--- src/rtl/div_if.sv ---
// Handshake bundle between the EX stage and the iterative divider.
interface div_if #(
  parameter int unsigned XLEN = 32
);
  logic            start;
  logic [2:0]      funct3;
  logic [XLEN-1:0] rs1;
  logic [XLEN-1:0] rs2;
  logic            flush;
  logic            busy;
  logic            done;
  logic [XLEN-1:0] result;

  modport master (
    output start, funct3, rs1, rs2, flush,
    input  busy, done, result
  );

  modport slave (
    input  start, funct3, rs1, rs2, flush,
    output busy, done, result
  );
endinterface

--- src/rtl/div_unit.sv ---
// Radix-2 restoring divider for RV32M DIV/DIVU/REM/REMU, one quotient bit per cycle.
// Divide-by-zero and signed overflow resolve directly from IDLE to DONE.
module div_unit #(
  parameter int unsigned XLEN = 32
) (
  input logic  clk,
  input logic  rst_n,
  div_if.slave bus
);
  localparam int unsigned CntW = $clog2(XLEN);
  localparam logic [XLEN-1:0] MinInt = {1'b1, {(XLEN-1){1'b0}}};

  typedef enum logic [1:0] {StIdle, StCalc, StDone} state_e;

  state_e          state_q;
  logic [CntW-1:0] count_q;
  logic [XLEN-1:0] dvd_q;
  logic [XLEN-1:0] dvs_q;
  logic [XLEN-1:0] rem_q;
  logic [XLEN-1:0] result_q;
  logic            is_rem_q;
  logic            neg_quo_q;
  logic            neg_rem_q;
  logic            done_q;

  logic            op_signed;
  logic            op_rem;
  logic            sgn1;
  logic            sgn2;
  logic            div_zero;
  logic            overflow;
  logic [XLEN-1:0] abs1;
  logic [XLEN-1:0] abs2;
  logic [XLEN-1:0] special_res;
  logic [XLEN:0]   rem_shift;
  logic            rem_ge;
  logic [XLEN-1:0] rem_next;
  logic [XLEN-1:0] quo_next;
  logic [XLEN-1:0] result_next;

  always_comb begin
    op_signed = ~bus.funct3[0];
    op_rem    = bus.funct3[1];
    sgn1      = op_signed & bus.rs1[XLEN-1];
    sgn2      = op_signed & bus.rs2[XLEN-1];
    abs1      = sgn1 ? -bus.rs1 : bus.rs1;
    abs2      = sgn2 ? -bus.rs2 : bus.rs2;
    div_zero  = (bus.rs2 == '0);
    overflow  = op_signed && (bus.rs1 == MinInt) && (bus.rs2 == '1);
    if (div_zero) begin
      special_res = op_rem ? bus.rs1 : '1;
    end else begin
      special_res = op_rem ? '0 : MinInt;
    end

    // Partial remainder needs one extra bit: the shifted value may reach 2*divisor-1.
    rem_shift   = {rem_q, dvd_q[XLEN-1]};
    rem_ge      = (rem_shift >= {1'b0, dvs_q});
    rem_next    = rem_ge ? (rem_shift[XLEN-1:0] - dvs_q) : rem_shift[XLEN-1:0];
    // Quotient bits fill the dividend register as its top bits are consumed.
    quo_next    = {dvd_q[XLEN-2:0], rem_ge};
    if (is_rem_q) begin
      result_next = neg_rem_q ? -rem_next : rem_next;
    end else begin
      result_next = neg_quo_q ? -quo_next : quo_next;
    end
  end

  always_ff @(posedge clk or negedge rst_n) begin
    if (!rst_n) begin
      state_q   <= StIdle;
      count_q   <= '0;
      dvd_q     <= '0;
      dvs_q     <= '0;
      rem_q     <= '0;
      result_q  <= '0;
      is_rem_q  <= 1'b0;
      neg_quo_q <= 1'b0;
      neg_rem_q <= 1'b0;
      done_q    <= 1'b0;
    end else begin
      done_q <= 1'b0;
      case (state_q)
        StIdle: begin
          if (bus.start && bus.funct3[2] && !bus.flush) begin
            is_rem_q  <= op_rem;
            neg_quo_q <= sgn1 ^ sgn2;
            neg_rem_q <= sgn1;
            dvd_q     <= abs1;
            dvs_q     <= abs2;
            rem_q     <= '0;
            count_q   <= '0;
            if (div_zero || overflow) begin
              result_q <= special_res;
              done_q   <= 1'b1;
              state_q  <= StDone;
            end else begin
              state_q  <= StCalc;
            end
          end
        end
        StCalc: begin
          if (bus.flush) begin
            state_q <= StIdle;
          end else begin
            rem_q   <= rem_next;
            dvd_q   <= quo_next;
            count_q <= count_q + CntW'(1);
            if (count_q == CntW'(XLEN - 1)) begin
              result_q <= result_next;
              done_q   <= 1'b1;
              state_q  <= StDone;
            end
          end
        end
        StDone:  state_q <= StIdle;
        default: state_q <= StIdle;
      endcase
    end
  end

  assign bus.busy   = (state_q != StIdle);
  assign bus.done   = done_q;
  assign bus.result = result_q;
endmodule

--- src/flat_wrapper.sv ---
// flat-port wrapper written by rule: the top's interface ports become plain ports
module div_unit_flat 
#(
  parameter int unsigned XLEN = 32
)
  (clk, rst_n, bus_start, bus_funct3, bus_rs1, bus_rs2, bus_flush, bus_busy, bus_done, bus_result);
  div_if #(.XLEN(XLEN)) bus_i ();
  input logic clk;
  input logic rst_n;
  input wire logic [$bits(bus_i.start)-1:0] bus_start;
  input wire logic [$bits(bus_i.funct3)-1:0] bus_funct3;
  input wire logic [$bits(bus_i.rs1)-1:0] bus_rs1;
  input wire logic [$bits(bus_i.rs2)-1:0] bus_rs2;
  input wire logic [$bits(bus_i.flush)-1:0] bus_flush;
  output wire logic [$bits(bus_i.busy)-1:0] bus_busy;
  output wire logic [$bits(bus_i.done)-1:0] bus_done;
  output wire logic [$bits(bus_i.result)-1:0] bus_result;
  assign bus_i.start = bus_start;
  assign bus_i.funct3 = bus_funct3;
  assign bus_i.rs1 = bus_rs1;
  assign bus_i.rs2 = bus_rs2;
  assign bus_i.flush = bus_flush;
  assign bus_busy = bus_i.busy;
  assign bus_done = bus_i.done;
  assign bus_result = bus_i.result;
  div_unit #(.XLEN(XLEN)) u_core (.clk(clk), .rst_n(rst_n), .bus(bus_i));
endmodule
--- config.mk ---
export PLATFORM = sky130hd
export DESIGN_NAME = div_unit_flat
export DESIGN_NICKNAME = d
export VERILOG_FILES = /design/src/rtl/div_if.sv /design/src/rtl/div_unit.sv /design/src/flat_wrapper.sv
export SDC_FILE = /design/constraint.sdc
export NUM_CORES = 1
export LEC_CHECK = 0
export BUFFER_PORTS_ARGS = -buffer_cell sky130_fd_sc_hd__buf_2
export CAP_MARGIN = 20
export CORE_MARGIN = 1
export CORE_UTILIZATION = 35
export CTS_BUF_LIST = sky130_fd_sc_hd__clkbuf_2 sky130_fd_sc_hd__clkbuf_4 sky130_fd_sc_hd__clkbuf_8
export CTS_CLUSTER_SIZE = 14
export DETAILED_ROUTE_END_ITERATION = 10
export PLACE_DENSITY = 0.61
export SYNTH_ARGS = -nofsm -noshare
export SYNTH_HDL_FRONTEND = slang
export SYNTH_SLANG_ARGS = --single-unit
--- constraint.sdc ---
create_clock -name clk -period 5.1 [get_ports clk]
set_clock_uncertainty 0.15 [all_clocks]
set_input_delay 0.255 -clock clk [delete_from_list [all_inputs] [get_ports clk]]
set_output_delay 0.255 -clock clk [all_outputs]
set_load 0.02 [all_outputs]
==> reports/results.txt, run 1 <==
Run status -> finished, final reports clean
Commonest cells in the netlist -> o21ai_0 (189), nand2_1 (169), dfrtp_1 (139)
Least-Margin Pin Slew -> 0.946 ns
Setup TNS -> 0 ns
Via density -> 5.62
Max Freq -> 207 MHz
Slew Limit Fails -> 0
Die width -> 185 microns
Dpl cell area -> 12800 sq um
H-Tree Depth -> 4
Period utilization -> 94.8%
Wire per inst -> 18.4 microns
Cell with the most instances after synthesis -> o21ai_0
Synth unique cells -> 79
Crit. End Element -> flip-flop
WP data arrival -> 5.05 ns
Slew HR -> 36.9%
Max_cap viols -> 0
Via count -> 11.7k
Static Leak -> 0.00590 uW
Largest area contributor in the netlist -> dfrtp_1
Clock tree buffer depth -> 2
CP Max Fanout -> 5
Die footprint -> 34400 sq um
PwrDens -> 558 nW/um^2
Post-synth EDFFs -> 0
Core area -> 32900 sq um
Tmin final -> 4.84 ns
Setup violations, final -> 0
Post-DP HPWL -> 28600 microns
Vias in the first global route -> 11.2k
Total clock sinks -> 139
Syn Nets -> 1640
Finished Layout Cells -> 2084
CTS tree -> yes
GRT Residual Overflow -> 0
Final instance area -> 13600 sq um
Peak VDD IR -> 285 uV
Clk slew on worst S/H paths -> 0.10 ns
Critical Path RT -> 5.32 ns
# IOs -> 105
Cells after DPL -> 2020
Nets@finish -> 1740
Synth-to-layout area growth -> 15.5%
Syn Inst Count -> 1529
Antenna violations before repair -> 0
Largest net degree at the start of global routing -> 93
DRC -> 0
Setup bufs post-CTS -> 0
Drt initial violations -> 971
First-pass GRT wire length -> 60700 microns
Synthesized area -> 11800 sq um
Top cell type's share of synthesized area -> 29.5%
Gpl congestion -> 0.910
Number of nets still failing antenna checks after routing -> 0
Register area share after synthesis -> 29.5%
Tot GR Track Use -> 22.7%
Tot Pwr -> 7590 uW
Hold crit path type -> in -> reg
# diodes -> 0
Clk_lat worst skew -> 0.49 ns
Routed wire length -> 38300 microns
Mean cell area of the mapped netlist -> 7.70 sq um
Inserted Clock Buffers -> 17
Final core occ -> 41.4%
WS Path Type -> reg -> reg
Final Hold Viols -> 0
Row cnt -> 66
Nature of the critical path startpoint -> flip-flop
Height of the die -> 185 microns
Number of synthesized register bits -> 139
YS warnings -> 0
Clock root buffer -> clkbuf_8
Synth area leaders -> dfrtp_1 (30%), o21ai_0 (8.0%), nand2_1 (5.4%)
Share of cells above drive strength 1 -> 13.2%
I/O Buffers -> 104
Top FF cell, synth -> dfrtp_1
Post-synthesis async set-or-reset flop share -> 100%
Initial Util -> 35.8%
TritonRoute pass-1 iters -> 5
-- path summary, 6_finish.rpt --
kind,start,to,slack (ns),cells past startpoint
min,bus_rs1[9],u_core.bus.result[9],0.02,3
max reg2reg,u_core.rem_q[17],u_core.bus.result[30],0.26,18
min in group asynchronous,rst_n,u_core.dvd_q[3],0.24,2
max,u_core.rem_q[17],u_core.bus.result[30],0.26,18
min reg2reg,u_core.bus.result[0],u_core.bus.result[0],0.32,2
max in group asynchronous,rst_n,u_core.bus.result[27],3.28,3
-- layout make-up --
| class | instances | area (sq um) |
|---|---|---|
| clock buffers | 18 | 241 |
| clock inverters | 14 | 185 |
| fillers | 3433 | 19300 |
| inverters | 60 | 225 |
| multi-input cells | 1239 | 7790 |
| flip-flops and latches | 139 | 3480 |
| well taps | 442 | 553 |
| repair buffers | 172 | 1130 |
-- metal layers --
layer / vias to the layer above / global-route usage, % / part of all wire (%)
met5: - / 0 / 0
met4: 0 / 9.75 / 3.2
met3: 69 / 2.02 / 3.7
met2: 308 / 38.7 / 49
met1: 5610 / 29.2 / 44
li1: 5723 / - / -
-- through the flow --
| step | setup WS, ns | hold slack [ns] |
|---|---|---|
| 2_1_floorplan | 0.00366 | -0.191 |
| 3_3_place_gp | 0.123 | 0.237 |
| 3_5_place_dp | 0.0297 | 0.245 |
| 4_1_cts | 0.000414 | 0.000153 |
| 5_1_grt | -0.0124 | 0.0302 |
| 6_report | 0.264 | 0.0196 |
-- registers in the layout, summed over array words and instances, names as in the netlist --
name,cells
u_core.bus.result,32
u_core.dvd_q,32
u_core.dvs_q,32
u_core.rem_q,32
u_core.count_q,5
u_core.state_q,2
u_core.bus.done,1
u_core.is_rem_q,1
u_core.neg_quo_q,1
u_core.neg_rem_q,1
-- logic make-up after synthesis --
group | after synthesis | share of synthesized area (%)
multiplexers | 51 | 4.45
AO/OA/AOI/OAI | 483 | 25.1
adder cells (fa/ha/maj) | 40 | 4.31
flip-flops | 139 | 29.5
XOR/XNOR | 127 | 9.44
AND/OR/NAND/NOR | 538 | 22.2
buffers and inverters | 151 | 4.95
-- where the power goes --
group / internal, uW / switching, uW
clock network: 500 / 503
logic: 2000 / 2990
registers: 1310 / 284
-- what timing repair did --
item                                    CTS  global route
endpoints found under the setup margin    0             9
resized for setup                         0             6
hold endpoints to repair                115             0
hold buffers                             31             0
-- worst max-delay path, stage by stage, from the launching register on --
cell	delay (ns)
dfrtp_1	0.43
ha_1	0.33
a211oi_1	0.37
o211ai_1	0.21
a221oi_2	0.30
o21ai_1	0.18
a21oi_4	0.18
o21ai_4	0.09
inv_1	0.10
mux2i_1	0.25
ha_1	0.20
inv_1	0.10
nor4_4	0.35
nand3b_1	0.18
or3_1	0.39
a211o_1	0.35
o2111ai_1	0.18
o21ai_1	0.09
o32a_1	0.29
-- cells in the final DEF, fill, tap and decap left out, drive strengths merged, types with 20 or more instances in the layout --
master       synthesis  routed
buf                 12     141
xnor2               68      68
a21oi              116     116
nor2               121     121
ha                  39      39
inv                 59      64
nor3                41      41
dfrtp              139     139
o31ai               23      23
a21o                20      20
nand2              169     169
xor2                59      59
or3                 31      31
mux2i               40      40
o21ai              192     192
dlygate4sd3          0      31
nand3               46      46
No activity file was read; power rests on OpenSTA's default activity.
==> inputs of run 2 (changes only) <==
--- a/config.mk
+++ b/config.mk
@@ -7,12 +7,14 @@
 export LEC_CHECK = 0
 export BUFFER_PORTS_ARGS = -buffer_cell sky130_fd_sc_hd__buf_2
 export CAP_MARGIN = 20
+export CORE_ASPECT_RATIO = 0.75
 export CORE_MARGIN = 1
 export CORE_UTILIZATION = 35
 export CTS_BUF_LIST = sky130_fd_sc_hd__clkbuf_2 sky130_fd_sc_hd__clkbuf_4 sky130_fd_sc_hd__clkbuf_8
 export CTS_CLUSTER_SIZE = 14
 export DETAILED_ROUTE_END_ITERATION = 10
 export PLACE_DENSITY = 0.61
+export SLEW_MARGIN = 20
 export SYNTH_ARGS = -nofsm -noshare
 export SYNTH_HDL_FRONTEND = slang
 export SYNTH_SLANG_ARGS = --single-unit
==> run 2 against run 1 <==
Via count is 2.2% higher; global-route usage is 0.66 points higher; clock power is 11% lower; first-iteration DRC count is 15% higher; sequential share of layout area hardly changed; count of clock-buffer cells in the layout is 4 higher; worst setup slack worse by 0.11 ns; combinational power is 2% higher; fmax is 2.1% lower; die area hardly changed; wire length is 2.6% higher; core utilization is 0.24 points higher; critical endpoint unchanged.
==> reports/results.txt, run 2 (synthesis results as in run 1) <==
Run status -> finished, final reports clean
Setup violations, final -> 0
WP data arrival -> 5.20 ns
Die width -> 214 microns
Final Hold Viols -> 0
H-Tree Depth -> 4
Slew Limit Fails -> 0
Slew HR -> 36.9%
Clock root buffer -> clkbuf_8
Via count -> 12.0k
Most frequent cells in the layout -> o21ai_0 (186), nand2_1 (169), dfrtp_1 (138)
Core area -> 32700 sq um
Dpl cell area -> 12800 sq um
Reg power frac -> 20.9%
TritonRoute pass-1 iters -> 6
# IOs -> 105
Fin Hold WS -> 0.0264 ns
Gpl congestion -> 0.909
Largest net degree at the start of global routing -> 98
Via density -> 5.72
Finished Layout Cells -> 2093
Net Sw Frac -> 50.7%
I/O Buffers -> 104
Clock tree buffer depth -> 2
Crit. End Element -> flip-flop
First-pass GRT wire length -> 62700 microns
Reg2Reg Depth -> 19
Clk pwr share -> 11.7%
Critical Path RT -> 5.36 ns
Antenna violations before repair -> 0
Power Internal -> 3720 uW
Tot GR Track Use -> 23.3%
Share of cells above drive strength 1 -> 13.5%
Post-DP HPWL -> 29200 microns
Nature of the critical path startpoint -> flip-flop
Static Leak -> 0.00590 uW
Inserted Clock Buffers -> 17
Height of the die -> 161 microns
# diodes -> 0
Cells after DPL -> 2021
CTS tree -> yes
WS Path Type -> reg -> reg
Drt initial violations -> 1117
Row cnt -> 57
GRT Residual Overflow -> 0
Peak VDD IR -> 309 uV
Number of nets still failing antenna checks after routing -> 0
Wire per inst -> 18.8 microns
NetSw -> 3830 uW
Max_cap viols -> 0
Synth-to-layout area growth -> 15.7%
Hold depth -> 4
Final core occ -> 41.6%
CP Max Fanout -> 6
Die footprint -> 34400 sq um
Routed wire length -> 39400 microns
Hold crit path type -> in -> reg
PwrDens -> 554 nW/um^2
Tmin final -> 4.94 ns
Vias in the first global route -> 11.2k
DRC -> 0
Period utilization -> 96.9%
Clk slew on worst S/H paths -> 0.10 ns
Logic pwr share -> 67.4%
Clk_lat worst skew -> 0.51 ns
Max Freq -> 202 MHz
Total clock sinks -> 139
Least-Margin Pin Slew -> 0.947 ns
Commonest non-fill, non-tap cell in the layout -> o21ai_0
Final instance area -> 13600 sq um
Nets@finish -> 1749
Initial Util -> 36.0%
-- run 2: cell count changes in the layout (fill, tap and decap cells not counted), moves of 3 or more --
cell	previous run	this run
dlygate4sd3_1	31	39
clkbuf_8	17	22
clkinv_2	0	4
inv_6	4	0
bufinv_16	3	0
-- run 2: area by class of cell --
class	count	area, sq um
timing repair buffer	181	1200
inverter	60	225
clock inverter	10	66.3
sequential	139	3480
fill	3390	19100
clock buffer	22	303
multi-input combinational	1239	7800
tap	442	553
-- run 2: final timing paths --
check	from	endpoint	slack (ns)
max in group asynchronous	rst_n	u_core.rem_q[11]	3.29
worst min-delay path	bus_rs2[20]	u_core.dvs_q[20]	0.03
worst max register to register	u_core.rem_q[21]	u_core.bus.result[30]	0.16
worst max-delay path	u_core.rem_q[21]	u_core.bus.result[30]	0.16
min in group asynchronous	rst_n	u_core.dvd_q[29]	0.29
worst min register to register	u_core.bus.result[0]	u_core.bus.result[0]	0.32
-- run 2: timing repair --
| action | 4_1_cts | 5_1_grt |
|---|---|---|
| setup endpoints to repair | 0 | 7 |
| hold endpoints to repair | 133 | 0 |
| hold buffers | 39 | 0 |
| resized for setup | 0 | 11 |
| buffers inserted | 0 | 0 |
-- run 2: power by group through the flow --
stage | Clock, uW | Sequential (uW) | Combinational, uW
3_5_place_dp | 0 | 1590 | 4930
5_1_grt | 950 | 1610 | 5570
3_3_place_gp | 0 | 1590 | 4900
6_report | 885 | 1580 | 5090
2_1_floorplan | 0 | 1500 | 3650
4_1_cts | 904 | 1570 | 4980
-- run 2: per-stage QoR --
step                worst slack [ns]  total power (uW)  setup TNS, ns
floorplan                    0.00366              5160              0
global placement               0.229              6480              0
detailed placement            0.0964              6520              0
CTS                           0.0525              7460              0
global route                 -0.0452              8140        -0.0455
finish                         0.159              7560              0
-- run 2: worst max-delay path, cell delays in order (launching register included) --
cell	delay (ns)
dfrtp_1	0.43
ha_1	0.38
a21oi_1	0.28
o211ai_1	0.21
a221oi_2	0.32
o21ai_1	0.20
a21oi_4	0.20
o21ai_4	0.08
inv_1	0.10
mux2i_2	0.26
ha_1	0.21
inv_1	0.10
nor4_2	0.34
buf_4	0.18
nand3b_1	0.10
or3_1	0.35
a211o_1	0.36
o2111ai_1	0.19
o21ai_1	0.09
o32a_1	0.29
-- run 2: per-layer routing --
| layer | GRT usage [%] | part of all wire (%) |
|---|---|---|
| met1 | 34.2 | 48 |
| met2 | 33.9 | 43 |
| met3 | 5.10 | 7.1 |
| met4 | 6.49 | 2.3 |
| met5 | 0 | 0 |
==> inputs of run 3 (changes only) <==
--- a/config.mk
+++ b/config.mk
@@ -5,15 +5,16 @@
 export SDC_FILE = /design/constraint.sdc
 export NUM_CORES = 1
 export LEC_CHECK = 0
-export BUFFER_PORTS_ARGS = -buffer_cell sky130_fd_sc_hd__buf_2
-export CAP_MARGIN = 20
+export CAP_MARGIN = 10
 export CORE_ASPECT_RATIO = 0.75
 export CORE_MARGIN = 1
 export CORE_UTILIZATION = 35
 export CTS_BUF_LIST = sky130_fd_sc_hd__clkbuf_2 sky130_fd_sc_hd__clkbuf_4 sky130_fd_sc_hd__clkbuf_8
 export CTS_CLUSTER_SIZE = 14
 export DETAILED_ROUTE_END_ITERATION = 10
-export PLACE_DENSITY = 0.61
+export DONT_BUFFER_PORTS = 1
+export PLACE_DENSITY = 0.59
+export SKIP_CTS_REPAIR_TIMING = 1
 export SLEW_MARGIN = 20
 export SYNTH_ARGS = -nofsm -noshare
 export SYNTH_HDL_FRONTEND = slang
==> run 3 against run 2 <==
Combinational power about the same; highest routed layer unchanged; wire length is 2.9% higher; non-clock buffer count fell by 83; fmax up 2.0%; the flow now finishes with violations (hold timing); design area decreased by 1.4%.
==> reports/results.txt, run 3 (synthesis results as in run 1) <==
Fillers -> 3375
Min-delay src -> bus_rs1[2]
Share of cells above drive strength 1 -> 7.72%
M1 GR Usage -> 33.1%
Crit-path max cell delay -> 0.46 ns
Multi-input gate area -> 7840 sq um
Static Leak -> 0.00557 uW
Final core occ -> 41.0%
Clk_lat worst skew -> 0.51 ns
Post-DP HPWL -> 29200 microns
Critical Path RT -> 5.35 ns
CP Max Fanout -> 7
Tot Pwr -> 7670 uW
Nature of the critical path startpoint -> flip-flop
WP data arrival -> 5.10 ns
Crit path max-delay family -> compound AO/OA/AOI/OAI gates
Slew Limit Fails -> 0
Drt initial violations -> 931
I/O Buffers -> 0
Wire per inst -> 20.1 microns
Clock tree buffer depth -> 2
Clock root buffer -> clkbuf_8
Die width -> 214 microns
Total clock sinks -> 139
Met2 global-route usage -> 34.8%
PwrDens -> 571 nW/um^2
Row cnt -> 57
Nets@finish -> 1666
Slew HR -> 25.8%
Inserted Clock Buffers -> 17
Antenna violations before repair -> 0
Least-Margin Pin Slew -> 1.11 ns
CTS tree -> yes
Global Route met3 Usage -> 5.28%
Grt peak-use layer -> met2
First-pass GRT wire length -> 61700 microns
Hold crit path type -> in -> reg
Worst-path cell chain -> ha_2, a21o_1, a2111o_1, a22oi_1, nand3_2, a21oi_4, o21ai_4, inv_1, mux2i_2, ha_1, inv_1, nor4_2, buf_4, nand3b_1, or3_1, a211o_1, o2111ai_1, o21ai_1, o32a_1
Core area -> 32700 sq um
Cells after DPL -> 1910
CP max stage cell -> dfrtp_2
Number of nets still failing antenna checks after routing -> 0
Period utilization -> 95.0%
WS Path Type -> reg -> reg
# IOs -> 105
Reg2Reg Depth -> 19
Height of the die -> 161 microns
Max_cap viols -> 0
Largest net degree at the start of global routing -> 140
Die footprint -> 34400 sq um
Initial Util -> 36.0%
Worst reg2reg setup slack -> 0.25 ns
Violated checks -> hold timing
CP most frequent cell -> inv_1
Gpl congestion -> 0.911
Fin Hold WS -> -0.0605 ns
Synth-to-layout area growth -> 14.1%
Buf+Inv Stages, Crit Path -> 3
Vias in the first global route -> 10.7k
GRT Residual Overflow -> 0
Finished Layout Cells -> 2010
Reg2reg start -> u_core.rem_q[11]
Clk slew on worst S/H paths -> 0.09 ns
Register area -> 3480 sq um
Reg-to-Reg End -> u_core.bus.result[30]
Peak VDD IR -> 357 uV
Setup violations, final -> 0
Via count -> 11.6k
Max Freq -> 206 MHz
Tot GR Track Use -> 23.2%
Final Hold Viols -> 19
Setup ws final -> 0.255 ns
TritonRoute pass-1 iters -> 5
Via density -> 5.77
WHS Endpoint -> u_core.dvd_q[2]
# diodes -> 0
Hold depth -> 4
Crit. End Element -> flip-flop
Routed wire length -> 40500 microns
DRC -> 0
Run status -> finished, violations left
H-Tree Depth -> 4
Tmin final -> 4.85 ns
Pre-CTS setup slack -> 0.0944 ns
Most frequent cells in the layout -> o21ai_0 (186), nand2_1 (169), dfrtp_1 (138)
Commonest non-fill, non-tap cell in the layout -> o21ai_0
==> run 3: metrics by stage <==
stage	instance area, sq um	setup TNS (ns)
2_1_floorplan	11800	0
3_3_place_gp	12300	0
3_5_place_dp	12300	0
4_1_cts	12700	0
5_1_grt	13400	-0.0246
6_report	13400	0
==> run 3: power breakdown <==
part	internal, uW	switching, uW	total, uW
sequential	1310	282	1590
clock	498	510	1010
combinational	2010	3050	5070
==> run 3: layout make-up <==
cell class,count,area share (%)
Clock buffer,18,1.84
Inverter,60,1.68
Clock inverter,14,1.27
Multi-Input combinational cell,1239,58.3
Sequential cell,139,25.9
Timing Repair Buffer,98,6.87
Tap cell,442,4.12
==> run 3: worst register-to-register path, stage by stage, from the launching register on <==
cell       delay (ns)
dfrtp_2          0.46
ha_2             0.35
a21o_1           0.22
a2111o_1         0.38
a22oi_1          0.20
nand3_2          0.15
a21oi_4          0.19
o21ai_4          0.08
inv_1            0.11
mux2i_2          0.24
ha_1             0.20
inv_1            0.10
nor4_2           0.31
buf_4            0.18
nand3b_1         0.11
or3_1            0.36
a211o_1          0.33
o2111ai_1        0.20
o21ai_1          0.10
o32a_1           0.30
==> run 3: how the worst max path moves through the flow <==
stage / end / start / cells past startpoint / slack [ns]
3_5_place_dp: u_core.bus.result[30] / u_core.rem_q[17] / 19 / 0.09
2_1_floorplan: u_core.bus.result[30] / u_core.rem_q[7] / 22 / 0.004
6_report: u_core.bus.result[30] / u_core.rem_q[11] / 19 / 0.25
4_1_cts: u_core.bus.result[30] / u_core.rem_q[17] / 19 / 0.05
5_1_grt: u_core.bus.result[30] / u_core.dvs_q[10] / 20 / -0.02
3_3_place_gp: u_core.bus.result[30] / u_core.rem_q[17] / 19 / 0.22
==> run 3: per-layer routing <==
layer	up-vias	routed length, microns
met3	44	2430
met2	340	18000
met4	0	698
met5	-	0
li1	5572	-
met1	5650	19300
